File: config.mk
export PLATFORM = sky130hd
export DESIGN_NAME = serial_add_flat
export DESIGN_NICKNAME = d
export VERILOG_FILES = /design/src/rtl/serial_add_if.sv /design/src/rtl/serial_add.sv /design/src/flat_wrapper.sv
export SDC_FILE = /design/constraint.sdc
export NUM_CORES = 1
export LEC_CHECK = 0
export ABC_CLOCK_PERIOD_IN_PS = 1850
export BUFFER_PORTS_ARGS = -buffer_cell sky130_fd_sc_hd__buf_2
export CAP_MARGIN = 15
export CORE_UTILIZATION = 55
export CTS_CLUSTER_SIZE = 20
export DETAILED_ROUTE_END_ITERATION = 6
export GPL_ROUTABILITY_DRIVEN = 0
export MAX_ROUTING_LAYER = met4
export PLACE_DENSITY = 0.82
export SLEW_MARGIN = 20
export SYNTH_ARGS = -nofsm -noshare
export SYNTH_HDL_FRONTEND = slang
export SYNTH_SLANG_ARGS = --single-unit
File: constraint.sdc
create_clock -name clk -period 1.85 [get_ports clk]
set_clock_uncertainty 0.15 [all_clocks]
set_input_delay 0.0925 -clock clk [delete_from_list [all_inputs] [get_ports clk]]
set_output_delay 0.0925 -clock clk [all_outputs]
set_load 0.02 [all_outputs]
File: src/rtl/serial_add_if.sv
// Request/result bundle for serial_add.
// The sub signal exists only when SERIAL_ADD_SUB_EN is defined.
interface serial_add_if #(
   parameter int WIDTH = 8
);
   logic             start;
   logic [WIDTH-1:0] a;
   logic [WIDTH-1:0] b;
   logic             cin;
`ifdef SERIAL_ADD_SUB_EN
   logic             sub;
`endif
   logic             busy;
   logic             done;
   logic [WIDTH-1:0] sum;
   logic             cout;

   modport master (
      output start, a, b, cin,
`ifdef SERIAL_ADD_SUB_EN
      output sub,
`endif
      input  busy, done, sum, cout
   );

   modport slave (
      input  start, a, b, cin,
`ifdef SERIAL_ADD_SUB_EN
      input  sub,
`endif
      output busy, done, sum, cout
   );
endinterface

File: src/rtl/serial_add.sv
// Bit-serial adder: one full-adder cell, a carry flop and operand shift registers, LSB first.
// Define SERIAL_ADD_SUB_EN to add a subtract mode (a - b - borrow_in, cout = borrow out).
//
// state   | meaning
// IDLE    | waiting for start, operands captured on accept
// SHIFT   | one sum bit per cycle, WIDTH cycles
// DONE    | one-cycle done pulse, sum/cout just updated
module serial_add #(
   parameter int WIDTH = 8
) (
   input  logic         clk,
   input  logic         rst,
   serial_add_if.slave  bus
);
   localparam logic [1:0] S_IDLE  = 2'd0;
   localparam logic [1:0] S_SHIFT = 2'd1;
   localparam logic [1:0] S_DONE  = 2'd2;
   localparam int         CW      = $clog2(WIDTH + 1);

   logic [1:0]       state;
   logic [WIDTH-1:0] a_r;
   logic [WIDTH-1:0] b_r;
   logic [WIDTH-1:0] acc;
   logic             c;
   logic [CW-1:0]    cnt;
   logic [WIDTH-1:0] sum_r;
   logic             cout_r;

   logic             s;
   logic             c_nxt;
   logic [WIDTH-1:0] acc_nxt;
   logic             last;
   logic [WIDTH-1:0] b_ld;
   logic             c_ld;
   logic             cout_fin;

`ifdef SERIAL_ADD_SUB_EN
   logic             sub_r;

   // Subtraction is a + ~b + ~bin; the final carry is the inverted borrow.
   always_comb begin
      b_ld     = bus.sub ? ~bus.b : bus.b;
      c_ld     = bus.sub ? ~bus.cin : bus.cin;
      cout_fin = sub_r ? ~c_nxt : c_nxt;
   end
`else
   always_comb begin
      b_ld     = bus.b;
      c_ld     = bus.cin;
      cout_fin = c_nxt;
   end
`endif

   always_comb begin
      s       = a_r[0] ^ b_r[0] ^ c;
      c_nxt   = (a_r[0] & b_r[0]) | (a_r[0] & c) | (b_r[0] & c);
      acc_nxt = {s, acc[WIDTH-1:1]};
      last    = (cnt == CW'(WIDTH - 1));
   end

   always_ff @(posedge clk) begin
      if (rst) begin
         state  <= S_IDLE;
         a_r    <= '0;
         b_r    <= '0;
         acc    <= '0;
         c      <= 1'b0;
         cnt    <= '0;
         sum_r  <= '0;
         cout_r <= 1'b0;
`ifdef SERIAL_ADD_SUB_EN
         sub_r  <= 1'b0;
`endif
      end else begin
         case (state)
            S_IDLE: begin
               if (bus.start) begin
                  a_r   <= bus.a;
                  b_r   <= b_ld;
                  c     <= c_ld;
                  cnt   <= '0;
`ifdef SERIAL_ADD_SUB_EN
                  sub_r <= bus.sub;
`endif
                  state <= S_SHIFT;
               end
            end
            S_SHIFT: begin
               a_r <= a_r >> 1;
               b_r <= b_r >> 1;
               c   <= c_nxt;
               acc <= acc_nxt;
               cnt <= cnt + CW'(1);
               // Results are published straight from the last bit so the
               // partial accumulator never reaches the outputs.
               if (last) begin
                  sum_r  <= acc_nxt;
                  cout_r <= cout_fin;
                  state  <= S_DONE;
               end
            end
            S_DONE:  state <= S_IDLE;
            default: state <= S_IDLE;
         endcase
      end
   end

   assign bus.busy = (state == S_SHIFT);
   assign bus.done = (state == S_DONE);
   assign bus.sum  = sum_r;
   assign bus.cout = cout_r;
endmodule

File: src/flat_wrapper.sv
// flat-port wrapper written by rule: the top's interface ports become plain ports
module serial_add_flat 
#(
   parameter int WIDTH = 8
)
  (clk, rst, bus_start, bus_a, bus_b, bus_cin, bus_busy, bus_done, bus_sum, bus_cout);
  serial_add_if #(.WIDTH(WIDTH)) bus_i ();
  input  logic clk;
  input  logic rst;
  input wire logic [$bits(bus_i.start)-1:0] bus_start;
  input wire logic [$bits(bus_i.a)-1:0] bus_a;
  input wire logic [$bits(bus_i.b)-1:0] bus_b;
  input wire logic [$bits(bus_i.cin)-1:0] bus_cin;
  output wire logic [$bits(bus_i.busy)-1:0] bus_busy;
  output wire logic [$bits(bus_i.done)-1:0] bus_done;
  output wire logic [$bits(bus_i.sum)-1:0] bus_sum;
  output wire logic [$bits(bus_i.cout)-1:0] bus_cout;
  assign bus_i.start = bus_start;
  assign bus_i.a = bus_a;
  assign bus_i.b = bus_b;
  assign bus_i.cin = bus_cin;
  assign bus_busy = bus_i.busy;
  assign bus_done = bus_i.done;
  assign bus_sum = bus_i.sum;
  assign bus_cout = bus_i.cout;
  serial_add #(.WIDTH(WIDTH)) u_core (.clk(clk), .rst(rst), .bus(bus_i));
endmodule
Word level (Yosys, flattened, before mapping)
Index checks and enable logic that the tools add are counted.
Widths: inputs -> output; s select.
{"block": "totals", "elab_cells": 37, "output_inout_bits": 11, "input_bits": 20, "regBits": 40}
{"block": "classes", "muxes": 11, "addsub": 1, "n_bitwise": 7, "n_reduce_logical": 5, "eq_ne": 5}
{"cell": "$pmux 8 s2", "count": 2}
{"cell": "$mux 8", "count": 2}
{"cell": "$pmux 4 s2", "count": 1}
{"cell": "$reduce_and 2->1", "count": 3}
{"cell": "$add 4x1->4 const B", "count": 1}
{"cell": "$eq 4x3->1 const B", "count": 1}
{"cell": "$mux 2", "count": 2}
{"cell": "$mux 4", "count": 1}
{"cell": "$pmux 2 s2", "count": 1}
{"cell": "$and 1x1->1", "count": 3}
{"cell": "$eq 2x1->1 const B", "count": 1}
{"cell": "$eq 2x2->1 const B", "count": 1}
{"cell": "$logic_not 2->1", "count": 1}
{"cell": "$ne 2x1->1 const B", "count": 1}
{"cell": "$ne 2x2->1 const B", "count": 1}
{"cell": "$or 1x1->1", "count": 2}
{"cell": "$pmux 1 s2", "count": 1}
{"cell": "$reduce_bool 2->1", "count": 1}
{"cell": "$xor 1x1->1", "count": 2}
{"cell": "$mux 1", "count": 1}

Longest topological paths before layout
Gate-level depths: netlist of the first run.
{"block": "logic_depth", "ltp_word": 4, "depth_mapped": 7, "mapped_depth_nobuf": 4}

Worst setup path before layout of the first run
No wires, ideal clock.
{"block": "synth_timing", "path_kind": "register to register", "from": "reg u_core.state[1]", "to": "reg u_core.cout_r, in the netlist u_core.bus.cout", "setup_time_ns": 0.072, "t_required_ns": 1.628, "stages_incl_launch_ff": 7, "slack_ns": 0.481, "arrival_time_ns": 1.148, "n_path_buf": 3, "synth_period_minus_slack_ns": 1.369, "cell_sequence": "dfxtp_1 buf_6 nand2b_4 buf_6 nor3_2 buf_4 mux2i_1"}
{"block": "synth_via", "elab_chain_len": 2}
{"element": "from (decl)", "line_no": "serial_add.sv:20", "text": "logic [1:0] state;"}
{"element": "from (signal assigned)", "line_no": "serial_add.sv:63", "text": "state <= S_IDLE;"}
{"element": "from (signal assigned)", "line_no": "serial_add.sv:85", "text": "state <= S_SHIFT;"}
{"element": "from (signal assigned)", "line_no": "serial_add.sv:99", "text": "state <= S_DONE;"}
{"element": "$eq 2x1->1", "line_no": "serial_add.sv:75", "text": "case (state)"}
{"element": "$reduce_and 2->1 (no source line)"}
{"element": "to (signal assigned)", "line_no": "serial_add.sv:98", "text": "cout_r <= cout_fin;"}
{"element": "to (decl)", "line_no": "serial_add.sv:27", "text": "logic cout_r;"}
Every way passes these cells.
A chain may end at the register's enable or synchronous reset.

Worst setup path in the final report of the first run
{"block": "layout_timing", "from": "reg u_core.state[1]", "to": "out bus_busy"}
{"block": "layout_via", "elab_chain_len": 1}
{"element": "$eq 2x1->1", "line_no": "serial_add.sv:108", "text": "assign bus.busy = (state == S_SHIFT);"}
{"element": "to (decl)", "line_no": "flat_wrapper.sv:14", "text": "output wire logic [$bits(bus_i.busy)-1:0] bus_busy;"}
Every way passes these cells.

==> impl_results.rst, run 1 <==
.. list-table::
   :header-rows: 1

   * - Metric
     - Value
   * - Share of synthesized registers carrying an async set or reset
     - 0%
   * - HPWL Detailed
     - 2410 µm
   * - Largest driver fanout on the critical path
     - 27
   * - Worst hold path startpoint
     - bus_a[2]
   * - Static leakage
     - 0.869 nW
   * - Final slew viol count
     - 0
   * - Number of warning messages in the yosys log
     - 0
   * - Finish-stage setup viols
     - 0
   * - Cell taking the most area after synthesis
     - sky130_fd_sc_hd__dfxtp_1
   * - Worst Setup Path Type
     - reg2out
   * - X dimension of the die
     - 60.4 µm
   * - Switching Fraction
     - 26.3%
   * - DRC viols
     - 0
   * - Most common flop cell mapped by yosys
     - sky130_fd_sc_hd__dfxtp_1
   * - Number of synthesized register bits
     - 39
   * - Critical Path RT
     - 1.61 ns
   * - Final critical-path share of the clock period
     - 94.3%
   * - Max_cap viols
     - 0
   * - CTS sink cnt
     - 39
   * - Vias/cell
     - 5.46
   * - Post-cts hold buffer count
     - 3
   * - Highest ir drop seen on vdd
     - 0.000368 V
   * - Number of nets in the final layout
     - 276
   * - Port buffer count
     - 30
   * - Total number of placement rows
     - 20
   * - Vias in the first global route
     - 1434
   * - Clock buffers created by TritonCTS
     - 5
   * - Ports
     - 31
   * - Arrival time of data at the critical path endpoint
     - 1.50 ns
   * - Root buffer cell
     - sky130_fd_sc_hd__clkbuf_4
   * - Clock latency of the later-clocked register in the worst-skew pair
     - 0.34 ns
   * - Initial DRC Count
     - 98
   * - Detail Route Antenna Nets
     - 0
   * - Number of synthesized flops with an enable pin
     - 0
   * - Fraction of final layout cells sized beyond drive strength 1
     - 22.9%
   * - Average wire length per cell after detail routing
     - 12.6 µm
   * - Average cell area after synthesis
     - 8.23 µm²
   * - Status
     - complete, no violations
   * - First-pass iteration count of the detailed router
     - 5
   * - F_max
     - 573 MHz
   * - R2r setup slk
     - 0.35 ns
   * - Clock input transition at the sequential cells of the worst setup and hold paths
     - 0.10 ns
   * - Longest Clk Path Bufs
     - 2
   * - Overall die height
     - 60.4 µm
   * - Comb power frac
     - 14.4%
   * - Total power consumption of the routed design
     - 1.52 mW
   * - Max-slew headroom at the worst pin
     - 73.3%
   * - Portion of netlist area occupied by mux cells
     - 4.80%
   * - Seq/Total Area, Yosys
     - 41.6%
   * - Standard cell core area
     - 3150 µm²
   * - CTS HTree Levels
     - 2
   * - Clock tree from TritonCTS
     - built
   * - Count of different cell masters after synthesis
     - 30
   * - Post-synthesis instance total
     - 228
   * - RSZ-0062 raised after global routing
     - false
   * - Power share of the clock group
     - 25.5%
   * - Die Area
     - 3650 µm²
   * - Combined area of all synthesized cells
     - 1880 µm²
   * - Maximum number of pins on one net before global-route repair
     - 34
   * - Routed wire length
     - 3750 µm
   * - Total global-route track usage
     - 23.2%
   * - Power Density
     - 721 nW/µm²
   * - Min Clock Period, post-route
     - 1.74 ns
   * - R2R Path End
     - u_core.c$_SDFFE_PP0P_
   * - Dominant combinational cell family by area after synthesis
     - compound AO/OA/AOI/OAI gates
   * - Power Internal
     - 1.12 mW
   * - Global-route wire length before repair
     - 6120 µm
   * - Path depth of the worst reg2reg path
     - 4
   * - Setup TNS Final
     - 0 ns
   * - Antenna violations before repair
     - 0
   * - Post-synthesis net count
     - 250
   * - Share of synthesized cell area in full adder, half adder and majority cells
     - 1.73%
   * - Crit end category
     - primary output
   * - Vias after detailed routing
     - 1621
   * - Area fraction of the dominant cell type after synthesis
     - 41.6%
   * - Measured slew at the worst slew-check pin
     - 0.401 ns
   * - Post-CTS setup repair buffer count
     - 0
   * - Synth-to-Final Area Change
     - 12.1%
   * - Antenna Diode Count
     - 0
   * - Worst setup path startpoint
     - u_core.state[1]$_SDFFE_PP0P_
   * - Largest cells by area after synthesis
     - sky130_fd_sc_hd__dfxtp_1 (42%), sky130_fd_sc_hd__a21oi_1 (10%), sky130_fd_sc_hd__o221a_2 (8.4%), sky130_fd_sc_hd__nand2b_1 (6.0%), sky130_fd_sc_hd__nor2_1 (6.0%)
   * - Area fraction in and, or, nand and nor cells after synthesis
     - 20.9%
   * - Power dissipated by switching net loads
     - 0.399 mW
   * - Portion of total power attributed to sequential cells
     - 60.1%
   * - Hold Vio Cnt, Final
     - 0
   * - Overflow after GRT
     - 0
   * - Compound-cell area share of the yosys netlist
     - 22.5%
   * - Number of gates resized after CTS
     - 0
   * - Worst min path class
     - in2reg
   * - Endpoint of the worst setup timing path
     - bus_busy
   * - Effective utilization at floorplan
     - 59.5%
   * - R2R Path Start
     - u_core.state[1]$_SDFFE_PP0P_
   * - Crit start category
     - flop
   * - Xor and xnor fraction of the mapped netlist area
     - 0%
-- registers in the layout (all words and copies together), names as in the netlist --
register         cells
u_core.state         2
u_core.b_r           8
u_core.cnt           4
u_core.acc           7
u_core.a_r           8
u_core.bus.cout      1
u_core.c             1
u_core.bus.sum       8
-- cell usage after synthesis, types with 2 or more instances --
cell type / number
sky130_fd_sc_hd__clkbuf_1: 12
sky130_fd_sc_hd__o221a_2: 14
sky130_fd_sc_hd__o22ai_1: 2
sky130_fd_sc_hd__dfxtp_1: 39
sky130_fd_sc_hd__buf_4: 3
sky130_fd_sc_hd__nand2_1: 19
sky130_fd_sc_hd__nor2b_1: 4
sky130_fd_sc_hd__nor2_1: 30
sky130_fd_sc_hd__buf_2: 2
sky130_fd_sc_hd__nand2b_1: 18
sky130_fd_sc_hd__nor3_1: 2
sky130_fd_sc_hd__nand3_1: 2
sky130_fd_sc_hd__mux2i_1: 9
sky130_fd_sc_hd__inv_1: 16
sky130_fd_sc_hd__buf_6: 2
sky130_fd_sc_hd__a211oi_1: 2
sky130_fd_sc_hd__a21oi_1: 39
-- metal layers --
metal / track usage [%] / wire (µm) / vias to the layer above
met5: - / 0 / -
met4: 12.3 / 73 / 0
met3: 4.05 / 189 / 7
met2: 35.3 / 1660 / 55
met1: 29.3 / 1830 / 733
li1: - / - / 826
-- power by group through the flow --
stage | logic (mW) | registers, mW | clock network, mW
after floorplan | 0.161 | 0.922 | 0
after global placement | 0.202 | 0.929 | 0
after detailed placement | 0.210 | 0.930 | 0
after CTS | 0.215 | 0.911 | 0.394
after global routing | 0.240 | 0.917 | 0.426
final | 0.218 | 0.911 | 0.386
-- per-stage QoR --
stage                     utilization [%]  std cells  worst slack, ns  instance area [µm²]  hold slack [ns]
after floorplan                         -        228            0.481                 1880           0.0835
after global placement               64.4        288            0.409                 2030            0.207
after detailed placement             64.4        288            0.386                 2030            0.207
after CTS                            66.7        297            0.103                 2100           0.0414
after global routing                 66.7        297           0.0113                 2100           0.0434
final                                66.7        297            0.105                 2100           0.0473
-- how the worst min path moves through the flow --
stage / cells after the start / to
final: 4 / u_core.a_r[2]$_SDFFE_PP0P_
after floorplan: 2 / u_core.c$_SDFFE_PP0P_
after global routing: 4 / u_core.b_r[6]$_SDFFE_PP0P_
after global placement: 3 / u_core.c$_SDFFE_PP0P_
after detailed placement: 3 / u_core.c$_SDFFE_PP0P_
after CTS: 4 / u_core.b_r[6]$_SDFFE_PP0P_
-- worst max-delay path: stages (launching register included) --
cell and delay [ns]:
sky130_fd_sc_hd__dfxtp_1 0.32, sky130_fd_sc_hd__nand2b_4 0.27, sky130_fd_sc_hd__inv_1 0.33, sky130_fd_sc_hd__buf_2 0.24
-- cell families after synthesis --
kind of cell    count (synthesis)
buf+inv                        35
fa+ha+maj                       2
flops                          39
mux                             9
simple gates                   81
compound gates                 62
-- final cells by class --
type                       count  area, µm²
clock buffer                   6       41.3
multi-input combinational    154        936
fill                         280       1050
timing repair buffer          38        230
sequential                    39        781
tap                           44       55.1
inverter                      16       60.1
-- cells in the final DEF (no fill, tap or decap), types with 2 or more instances in the layout --
cell / count
sky130_fd_sc_hd__a21oi_1: 39
sky130_fd_sc_hd__dfxtp_1: 39
sky130_fd_sc_hd__nor2_1: 30
sky130_fd_sc_hd__buf_2: 30
sky130_fd_sc_hd__nand2_1: 19
sky130_fd_sc_hd__nand2b_1: 18
sky130_fd_sc_hd__inv_1: 16
sky130_fd_sc_hd__o221a_2: 14
sky130_fd_sc_hd__mux2i_1: 9
sky130_fd_sc_hd__clkbuf_4: 5
sky130_fd_sc_hd__nor2b_1: 4
sky130_fd_sc_hd__buf_4: 4
sky130_fd_sc_hd__dlygate4sd3_1: 3
sky130_fd_sc_hd__nor3_1: 2
sky130_fd_sc_hd__a211oi_1: 2
sky130_fd_sc_hd__o22ai_1: 2
sky130_fd_sc_hd__nand3_1: 2
Note: power is estimated with default switching activity, not from simulation.
==> inputs of run 2 (changes only) <==
Settings changed: BUFFER_PORTS_ARGS -buffer_cell sky130_fd_sc_hd__buf_2 to unset, DONT_BUFFER_PORTS set to 1, HOLD_SLACK_MARGIN set to 0.1, PLACE_DENSITY 0.82 to 0.74, SETUP_SLACK_MARGIN set to 0.05.
==> run 2 against run 1 <==
Against the previous run:
- register-to-register slack worse by 0.24 ns
- combinational power increased by 11%
- power up 16%
- sequential power is 0.8% higher
- global-route usage grew 2.3 points
- sequential share of layout area is 2.4 points lower
- final cell count down 1.0%
- non-clock buffer count is 5 lower
- critical endpoint is now u_core.b_r[0]$_SDFFE_PP0P_
- largest cell class unchanged
- highest routed layer unchanged
==> impl_results.rst, run 2 (same netlist as run 1, synthesis figures left out) <==
.. list-table::
   :header-rows: 1

   * - Metric
     - Value
   * - Status
     - complete, no violations
   * - CTS sink cnt
     - 39
   * - Max_cap viols
     - 0
   * - Fill cell instance count of the final layout
     - 257
   * - Ports
     - 31
   * - Min Clock Period, post-route
     - 1.74 ns
   * - Vias in the first global route
     - 1646
   * - Vias after detailed routing
     - 1637
   * - R2R Path Start
     - u_core.state[1]$_SDFFE_PP0P_
   * - Worst Setup Path Type
     - reg2reg
   * - Global-route wire length before repair
     - 6800 µm
   * - Fraction of final layout cells sized beyond drive strength 1
     - 17.2%
   * - Clock input transition at the sequential cells of the worst setup and hold paths
     - 0.12 ns
   * - Overflow after GRT
     - 0
   * - Critical Path RT
     - 1.96 ns
   * - Measured slew at the worst slew-check pin
     - 0.558 ns
   * - Clock latency of the later-clocked register in the worst-skew pair
     - 0.35 ns
   * - Cells along the critical path
     - buf_6 -> nor2_2 -> a21oi_1 -> dlygate4sd3_1 -> o221a_2
   * - First-pass iteration count of the detailed router
     - 4
   * - Port buffer count
     - 0
   * - Total number of placement rows
     - 20
   * - Initial DRC Count
     - 150
   * - Worst Hold Endpoint
     - u_core.c$_SDFFE_PP0P_
   * - Static leakage
     - 0.878 nW
   * - Antenna Diode Count
     - 0
   * - Clock tree from TritonCTS
     - built
   * - Most common library cell in the layout ignoring fill and taps
     - sky130_fd_sc_hd__a21oi_1
   * - Crit start category
     - flop
   * - Effective utilization at floorplan
     - 59.5%
   * - Number of nets in the final layout
     - 271
   * - Maximum number of pins on one net before global-route repair
     - 50
   * - Worst hold path startpoint
     - bus_cin
   * - Vias/cell
     - 5.57
   * - Peak-usage layer in the global routing report
     - met2
   * - Largest driver fanout on the critical path
     - 16
   * - Root buffer cell
     - sky130_fd_sc_hd__clkbuf_4
   * - Layout Cell Area excl Fill
     - 2270 µm²
   * - Max-slew headroom at the worst pin
     - 62.8%
   * - Overall die height
     - 60.4 µm
   * - Highest ir drop seen on vdd
     - 0.000778 V
   * - Standard cell core area
     - 3150 µm²
   * - Met3 Track Usage GR
     - 7.04%
   * - Worst setup slack after layout
     - 0.107 ns
   * - Finish-stage setup viols
     - 0
   * - Dominant delay contributor by cell family on the critical path
     - buffers and inverters
   * - R2r setup slk
     - 0.11 ns
   * - DRC viols
     - 0
   * - Detail Route Antenna Nets
     - 0
   * - R2R Path End
     - u_core.b_r[0]$_SDFFE_PP0P_
   * - F_max
     - 574 MHz
   * - Average wire length per cell after detail routing
     - 14.3 µm
   * - Synth-to-Final Area Change
     - 20.7%
   * - GRT met2 Usage
     - 43.3%
   * - X dimension of the die
     - 60.4 µm
   * - Critical path buffers and inverters
     - 2
   * - Worst min path class
     - in2reg
   * - Worst Hold Depth
     - 3
   * - Global-route met1 utilization
     - 28.7%
   * - Slowest-stage cell, CP
     - sky130_fd_sc_hd__dlygate4sd3_1
   * - Standard cell area after detailed placement
     - 1880 µm²
   * - Hold Vio Cnt, Final
     - 0
   * - Routed wire length
     - 4190 µm
   * - Crit end category
     - flop
   * - Arrival time of data at the critical path endpoint
     - 1.85 ns
   * - Setup slack after placement
     - 0.343 ns
   * - Longest Clk Path Bufs
     - 2
   * - Setup TNS Final
     - 0 ns
   * - Total global-route track usage
     - 25.5%
   * - CTS HTree Levels
     - 2
   * - Largest incremental delay on the critical path
     - 0.57 ns
   * - Final slew viol count
     - 0
   * - HPWL Detailed
     - 2450 µm
   * - Final critical-path share of the clock period
     - 94.2%
   * - RSZ-0062 raised after global routing
     - false
   * - Antenna violations before repair
     - 0
   * - Power Density
     - 779 nW/µm²
   * - Path depth of the worst reg2reg path
     - 5
   * - Clock buffers created by TritonCTS
     - 5
   * - Most frequent cells in the layout
     - sky130_fd_sc_hd__a21oi_1 (39), sky130_fd_sc_hd__dfxtp_1 (35), sky130_fd_sc_hd__nor2_1 (29)
   * - Die Area
     - 3650 µm²
-- run 2: cell types whose count changed in the layout (fill, tap and decap cells not counted), moves of 2 or more --
cell / change
sky130_fd_sc_hd__buf_2: -30
sky130_fd_sc_hd__buf_6: +2
sky130_fd_sc_hd__dfxtp_1: -4
sky130_fd_sc_hd__dfxtp_2: +4
sky130_fd_sc_hd__dlygate4sd3_1: +20
sky130_fd_sc_hd__buf_4: +2
-- run 2: per-layer routing --
metal / vias to the layer above / share of wire (%)
li1: 815 / -
met2: 49 / 48
met3: 8 / 6.2
met4: 0 / 1.1
met1: 765 / 44
met5: - / 0
-- run 2: power by group --
group	internal (mW)	switching (mW)
Clock	0.319	0.285
Sequential	0.880	0.0379
Combinational	0.131	0.111
Total	1.33	0.434
-- run 2: area by class of cell --
type                       instances  area, µm²  share of cell area, %
sequential                        39        786                   34.7
timing repair buffer              33        330                   14.6
multi-input combinational        154        948                   41.9
clock inverter                     2       35.0                   1.55
inverter                          16       60.1                   2.65
clock buffer                       6       51.3                   2.26
tap                               44       55.1                   2.43
-- run 2: repair_timing --
item	CTS	global route
gates resized for setup	0	11
setup endpoints to repair	0	10
hold endpoints to repair	39	0
hold buffers	25	0
buffers inserted	0	2
-- run 2: stage by stage --
stage               std cells  total power [mW]  utilization, %  hold slack (ns)
global placement          259              1.08            59.5           0.0178
floorplan                 228              1.08               -           0.0835
detailed placement        259              1.10            59.5           0.0210
CTS                       292              1.76            70.5            0.287
global route              294              1.84            71.9            0.298
finish                    294              1.76            71.9            0.288
-- run 2: worst max path at each step --
stage / from / to / depth (start not counted)
4_1_cts: bus_start / u_core.state[0]$_SDFFE_PP0P_ / 4
3_3_place_gp: u_core.state[0]$_SDFFE_PP0P_ / u_core.c$_SDFFE_PP0P_ / 4
2_1_floorplan: u_core.state[1]$_SDFFE_PP0P_ / u_core.bus.cout$_SDFFE_PP0P_ / 6
6_report: u_core.state[1]$_SDFFE_PP0P_ / u_core.b_r[0]$_SDFFE_PP0P_ / 5
5_1_grt: u_core.cnt[0]$_SDFFE_PP0P_ / u_core.state[0]$_SDFFE_PP0P_ / 5
3_5_place_dp: u_core.state[0]$_SDFFE_PP0P_ / u_core.c$_SDFFE_PP0P_ / 4
-- run 2: worst min-delay path, cell delays in order --
cell and delay (ns):
sky130_fd_sc_hd__dlygate4sd3_1 0.54, sky130_fd_sc_hd__nand2_1 0.06, sky130_fd_sc_hd__a211oi_1 0.06
